### src/rtl/barrido_display.sv
// Scan controller for a 4-digit 7-segment display: cycles the digit index,
// presents nibble/point, and commits newly loaded values only at frame boundaries.
module barrido_display #(
    parameter int DIV   = 100000,
    parameter int BLANK = 1000
) (
    input  logic        clk,
    input  logic        rst_n,
    input  logic        Enable,
    input  logic [15:0] Dato,
    input  logic [3:0]  Punto,
    input  logic        Carga,
    input  logic        ApagarCeros,
    output logic [1:0]  Sel,
    output logic [3:0]  Nibble,
    output logic        PuntoOut,
    output logic        Apagado,
    output logic        Pendiente,
    output logic        Listo
);

    localparam int CW = $clog2(DIV);
    localparam logic [CW-1:0] CNT_MAX = CW'(DIV - 1);
    localparam logic [CW-1:0] BLANK_C = CW'(BLANK);

    logic [CW-1:0] cnt;
    logic [15:0]   vis, pend;
    logic [3:0]    pvis, ppend;
    logic          tick, boundary;
    logic          lead, lz;

    assign tick     = Enable && (cnt == CNT_MAX);
    assign boundary = tick && (Sel == 2'd3);

    // NOTE: every register here, including the value/point holders, is reset so
    // that an asynchronous reset discards both the displayed and the pending value.
    always_ff @(posedge clk or negedge rst_n) begin
        if (!rst_n) begin
            cnt       <= '0;
            Sel       <= 2'd0;
            vis       <= 16'h0000;
            pvis      <= 4'h0;
            pend      <= 16'h0000;
            ppend     <= 4'h0;
            Pendiente <= 1'b0;
            Listo     <= 1'b0;
        end else begin
            Listo <= 1'b0;

            if (tick) begin
                cnt <= '0;
                Sel <= Sel + 2'd1;
            end else if (Enable) begin
                cnt <= cnt + 1'b1;
            end

            if (boundary && Carga) begin
                // Load on the boundary cycle bypasses the pending stage.
                vis       <= Dato;
                pvis      <= Punto;
                pend      <= Dato;
                ppend     <= Punto;
                Pendiente <= 1'b0;
                Listo     <= 1'b1;
            end else begin
                // A frozen scan cannot tear, so a pending value commits at once.
                if ((boundary || !Enable) && Pendiente) begin
                    vis       <= pend;
                    pvis      <= ppend;
                    Pendiente <= 1'b0;
                    Listo     <= 1'b1;
                end
                if (Carga) begin
                    pend      <= Dato;
                    ppend     <= Punto;
                    Pendiente <= 1'b1;
                end
            end
        end
    end

    // Leading run: every digit from the leftmost down to Sel is zero with no point.
    always_comb begin
        lead = 1'b1;
        for (int i = 1; i < 4; i++) begin
            if (2'(i) >= Sel)
                lead = lead & (vis[4*i +: 4] == 4'h0) & ~pvis[i];
        end
        lz = ApagarCeros & (Sel != 2'd0) & lead;
    end

    assign Nibble   = vis[{Sel, 2'b00} +: 4];
    assign PuntoOut = pvis[Sel];
    assign Apagado  = ~Enable | (cnt < BLANK_C) | lz;

endmodule
### config.mk
export PLATFORM = sky130hd
export DESIGN_NAME = barrido_display
export DESIGN_NICKNAME = d
export VERILOG_FILES = /design/src/rtl/barrido_display.sv
export SDC_FILE = /design/constraint.sdc
export NUM_CORES = 1
export LEC_CHECK = 0
export ABC_AREA = 1
export CAP_MARGIN = 25
export CORE_ASPECT_RATIO = 0.8
export CORE_MARGIN = 5
export CORE_UTILIZATION = 30
export CTS_CLUSTER_DIAMETER = 60
export DETAILED_ROUTE_END_ITERATION = 6
export SLEW_MARGIN = 30
export SYNTH_ARGS = -nofsm -noshare
export SYNTH_HDL_FRONTEND = slang
export SYNTH_SLANG_ARGS = --single-unit
### constraint.sdc
create_clock -name clk -period 1.7 [get_ports clk]
set_clock_uncertainty 0.05 [all_clocks]
set_input_delay 0.51 -clock clk [delete_from_list [all_inputs] [get_ports clk]]
set_output_delay 0.51 -clock clk [all_outputs]
set_load 0.005 [all_outputs]
Word level (Yosys, flattened, before mapping)
Cells that the tools add are included.
{ "totals": {"register_bits": 61, "latch_bits": 0, "ramBits": 0, "mem_bits_ro": 0, "in_bits": 25, "out_inout_bits": 10, "word_cells": 65, "n_memories": 0} }
{ "classes": {"addsub": 2, "mul": 0, "div_mod_pow": 0, "order_cmp": 5, "eq_ne": 2, "shifts": 1, "n_mux": 20, "bitwise_logic": 13, "n_reduce_logical": 14} }
{ "op_table": {"columns": ["operator", "n"], "rows": [
  ["$mux 16", 4],
  ["$mux 17", 2],
  ["$add 17x1->17 const B", 1],
  ["$eq 17x17->1 const B", 1],
  ["$lt 17x10->1 const B", 1],
  ["$mux 4", 4],
  ["$shiftx 16x5->4", 1],
  ["$logic_not 4->1", 3],
  ["$mux 1", 9],
  ["$reduce_bool 2->1", 4],
  ["$and 1x1->1", 7],
  ["$ge 2x2->1 const A", 2],
  ["$logic_and 1x1->1", 4],
  ["$not 1->1", 4],
  ["$lt 2x3->1 const B", 1],
  ["$reduce_bool 3->1", 1],
  ["$add 2x1->2 const B", 1],
  ["$bmux 1 s2", 1],
  ["$eq 2x2->1 const B", 1],
  ["$ge 1x2->1 const A", 1],
  ["$or 1x1->1", 2],
  ["$logic_not 1->1", 1],
  ["$logic_or 1x1->1", 1]
]} }

Longest topological paths before layout
{ "depth": {"depth_word": 11, "mapped_depth": 12, "mapped_depth_nobuf": 11} }

Worst setup path before layout
OpenSTA, ideal clock, no wires.
{ "synth_path": {"path_kind": "register -> output", "from": "register Sel[0]", "to": "output Apagado", "t_arrival_ns": 1.291, "required_ns": 1.140, "path_slack_ns": -0.151, "path_stages_with_launch": 7, "path_buffers": 1, "cell_sequence": "dfrtp_1 > inv_1 > clkbuf_1 > ha_1 > nor3b_1 > o2111ai_1 > nand3_1"} }
{ "synth_via": {"elab_chain_len": 10, "word_cells_on_any_way": 14, "classes_between": "order compare: 3; mux: 3; bitwise: 7; reduce/logical: 1"} }
{ "synth_rtl": {"columns": ["item", "line", "text"], "rows": [
  ["from (decl)", "14", "output logic [1:0] Sel,"],
  ["from (signal assigned)", "52", "Sel <= Sel + 2'd1;"],
  ["$ge 1x2->1", "86", "if (2'(i) >= Sel)"],
  ["$mux 1", "86", null],
  ["$and 1x1->1 (2 in a row)", "87", "lead = lead & (vis[4*i +: 4] == 4'h0) & ~pvis[i];"],
  ["$mux 1", "86", null],
  ["$and 1x1->1 (2 in a row)", "87", null],
  ["$mux 1", "86", null],
  ["$and 1x1->1 *", "89", "lz = ApagarCeros & (Sel != 2'd0) & lead;"],
  ["$or 1x1->1 *", "94", "assign Apagado = ~Enable | (cnt < BLANK_C) | lz;"],
  ["to (decl)", "17", "output logic Apagado,"]
]} }
Every way passes the cells marked *; elsewhere a longest branch is shown, timed or not.

Worst setup path after layout
{ "layout_path": {"from": "register vis[6]", "to": "output Apagado"} }
{ "layout_via": {"elab_chain_len": 11} }
{ "layout_rtl": {"columns": ["item", "line", "text"], "rows": [
  ["from (decl)", "27", "logic [15:0] vis, pend;"],
  ["from (signal assigned)", "59", "vis <= Dato;"],
  ["from (signal assigned)", "68", "vis <= pend;"],
  ["$logic_not 4->1 *", "87", null],
  ["$and 1x1->1 *", "87", null],
  ["$mux 1 *", "86", null],
  ["$and 1x1->1 (2 in a row)", "87", null],
  ["$mux 1 *", "86", null],
  ["$and 1x1->1 (2 in a row)", "87", null],
  ["$mux 1 *", "86", null],
  ["$and 1x1->1 *", "89", null],
  ["$or 1x1->1 *", "94", null]
]} }
Marks and branches as above.

==> qor.csv <==
metric,value,unit
status,"complete, but fails checks",
violations,negative setup slack,
cp-end-kind,output pin,
synth_top_cells_by_area,"dfrtp_1 47%, nand2_1 19%, nand3_1 5.8%",
power.total,4.540,mW
cp-start-kind,flop,
p_seq_share,39.2,%
drive_gt1_share,34.14,%
p_comb_share,22.1,%
yosysMostFrequentCell,nand2_1,
drt_pre_antenna_iters,4,
start_util,30.28,%
cts_max_level,3,
ir_worst_vdd,0.0004595,V
cts.sinks,61,
grt_pass1_wl,14730,µm
drt-initial-drc-count,169,
hold_class,in2async,
synth-simple-area-share,36.12,%
viasPerCell,4.649,
cts-buffers-inserted,9,
hold_buffers,0,
synth_compound_area_share,6.718,%
wl_per_cell,14.03,µm
p_int,3.252,mW
dp_hpwl,5846,µm
tightest_slew,0.3316,ns
hold_violations,0,
leakage,2.552,nW
synth_seq_area_share,46.83,%
remaining_drc_errors,0,
wl,9585,µm
async_flop_share,100.0,%
rsz0062_at_grt,true,
post_synth_mux_area_share,0,%
grt_pass1_vias,3041,
switchingPower,1.287,mW
dp_cells,642,
slew_headroom,77.69,%
grt_usage,14.22,%
whs,0.1291,ns
switching_share,28.35,%
path_class,reg2out,
clk_pin_slew,0.05,ns
grt_max_degree,62,
fin_ws,-0.3724,ns
synthCells,423,
synth_common_cells,"166 x nand2_1, 61 x dfrtp_1, 38 x nand3_1",
place_area,0.004153,mm²
gp_congestion,0.8479,
synth_top_family_by_area,simple AND/OR/NAND/NOR gates,
ys_seq_elements,61,
clkLatencyLatePin,0.33,ns
p_clk_share,38.6,%
fin_util,47.07,%
timing.fmax,482.5,MHz
power_density,896.1,mW/mm²
synth_area,0.003259,mm²
slew_violations,0,
rows,34,
synth_top_area_share,46.83,%
io_pins,35,
num-nets-final,565,
cts_root_buffer,clkbuf_16,
synth.distinct_cells,35,
coreArea,0.01076,mm²
crit_required,1.14,ns
min_period,2.072,ns
die_area,0.01306,mm²
clockBufferDepth,2,
yosys.area.top_type,dfrtp_1,
syn-num-nets,453,
final_area,0.005066,mm²
synth_xor_xnor_area_share,1.612,%
vias,3175,
synthAdderAreaFrac,1.919,%
dieWidth,126.5,µm
arrival,1.51,ns
cts_tree,built,
setup_viol,27,
diodes,0,
overflow,0,
postSynthAreaPerCell,7.705,µm²
portBuffers,34,
yosysWarnings,0,
crit_fanout,2,
drv_cap,0,
fin_cells,683,
antenna_found_initial,1,
drt.antenna.violating_nets,0,
ys.flop_type,dfrtp_1,
synth_edf_count,0,
die_h,103.2,µm
finalCritPeriodShare,121.9,%
layout-area-overhead-vs-synth,55.43,%
==> layer usage <==
| metal | vias up | track usage [%] | routed length (µm) |
|---|---|---|---|
| met5 | - | 0 | 13 |
| met4 | 2 | 6.018 | 163 |
| met3 | 12 | 2.618 | 405 |
| met2 | 62 | 21.71 | 4363 |
| met1 | 1513 | 19.99 | 4639 |
| li1 | 1586 | - | - |
==> final timing paths <==
check	slack (ns)	cells past startpoint	from	endpoint
min in group clk	0.42	2	pend[0]$_DFFE_PN0P_	pend[0]$_DFFE_PN0P_
hold / removal	0.13	2	rst_n	cnt[1]$_DFFE_PN0P_
max in group asynchronous	1.19	2	rst_n	Sel[0]$_DFFE_PN0N_
setup reg to reg	-0.25	13	Sel[1]$_DFFE_PN0N_	vis[15]$_DFFE_PN0P_
setup / recovery	-0.37	6	vis[6]$_DFFE_PN0P_	Apagado
hold reg to reg	0.42	2	pend[0]$_DFFE_PN0P_	pend[0]$_DFFE_PN0P_
==> layout make-up <==
cell class / count / area (µm²)
tap: 144 / 180.2
sequential: 61 / 1528
timing repair buffer: 117 / 1132
multi-input combinational: 315 / 1826
clock inverter: 5 / 52.55
fill: 997 / 5697
inverter: 31 / 118.9
clock buffer: 10 / 229.0
==> worst max-delay path: stages, from the launching register on <==
cell and delay (ns):
dfrtp_1 0.38, nor3_1 0.22, nand2_1 0.13, o21ai_2 0.09, o2111ai_2 0.14, nand3_1 0.11
buf_2 0.11
==> logic make-up after synthesis <==
| logic type | Yosys count |
|---|---|
| flip-flops | 61 |
| AND/OR/NAND/NOR | 264 |
| XOR/XNOR | 6 |
| buffers and inverters | 47 |
| AO/OA/AOI/OAI | 40 |
| adder cells (fa/ha/maj) | 5 |
==> registers in the layout (all words and copies together) (netlist names) <==
register	flops
Sel	2
Pendiente	1
vis	16
cnt	17
pvis	4
Listo	1
pend	16
ppend	4
==> layout by cell type (no fill, tap or decap), types with 4 or more instances in the layout <==
master and n:
a21oi_1 8, buf_12 4, buf_2 8, buf_4 54, buf_6 20, clkbuf_16 12, clkdlybuf4s50_1 21, dfrtp_1 60
ha_4 4, inv_1 24, inv_2 5, nand2_1 137, nand2_2 28, nand2_4 4, nand3_1 31, nand3_2 8
nor2_1 24, nor2_4 7, nor3_1 7, o21ai_0 11, o21ai_1 10, xor2_1 4
==> power by group through the flow <==
stage | sequential, mW | combinational (mW) | clock [mW]
6_report | 1.78 | 1.00 | 1.75
5_1_grt | 1.80 | 1.10 | 1.87
4_1_cts | 1.76 | 0.886 | 1.78
3_5_place_dp | 1.78 | 0.850 | 0
3_3_place_gp | 1.78 | 0.836 | 0
2_1_floorplan | 1.80 | 0.395 | 0
==> stage by stage <==
stage / TNS (ns) / setup slack [ns]
final: -4.896 / -0.3724
after global routing: -6.753 / -0.4195
after CTS: -2.567 / -0.3949
after detailed placement: -23.08 / -0.7552
after global placement: -22.65 / -0.7612
after floorplan: 0 / 0.005082
==> timing repair <==
action,CTS,global route
gates cloned,2,4
buffers inserted,12,10
pin swaps,19,19
setup endpoints to repair,44,39
resized for setup,78,71
Note: power is estimated with default switching activity, not from simulation.
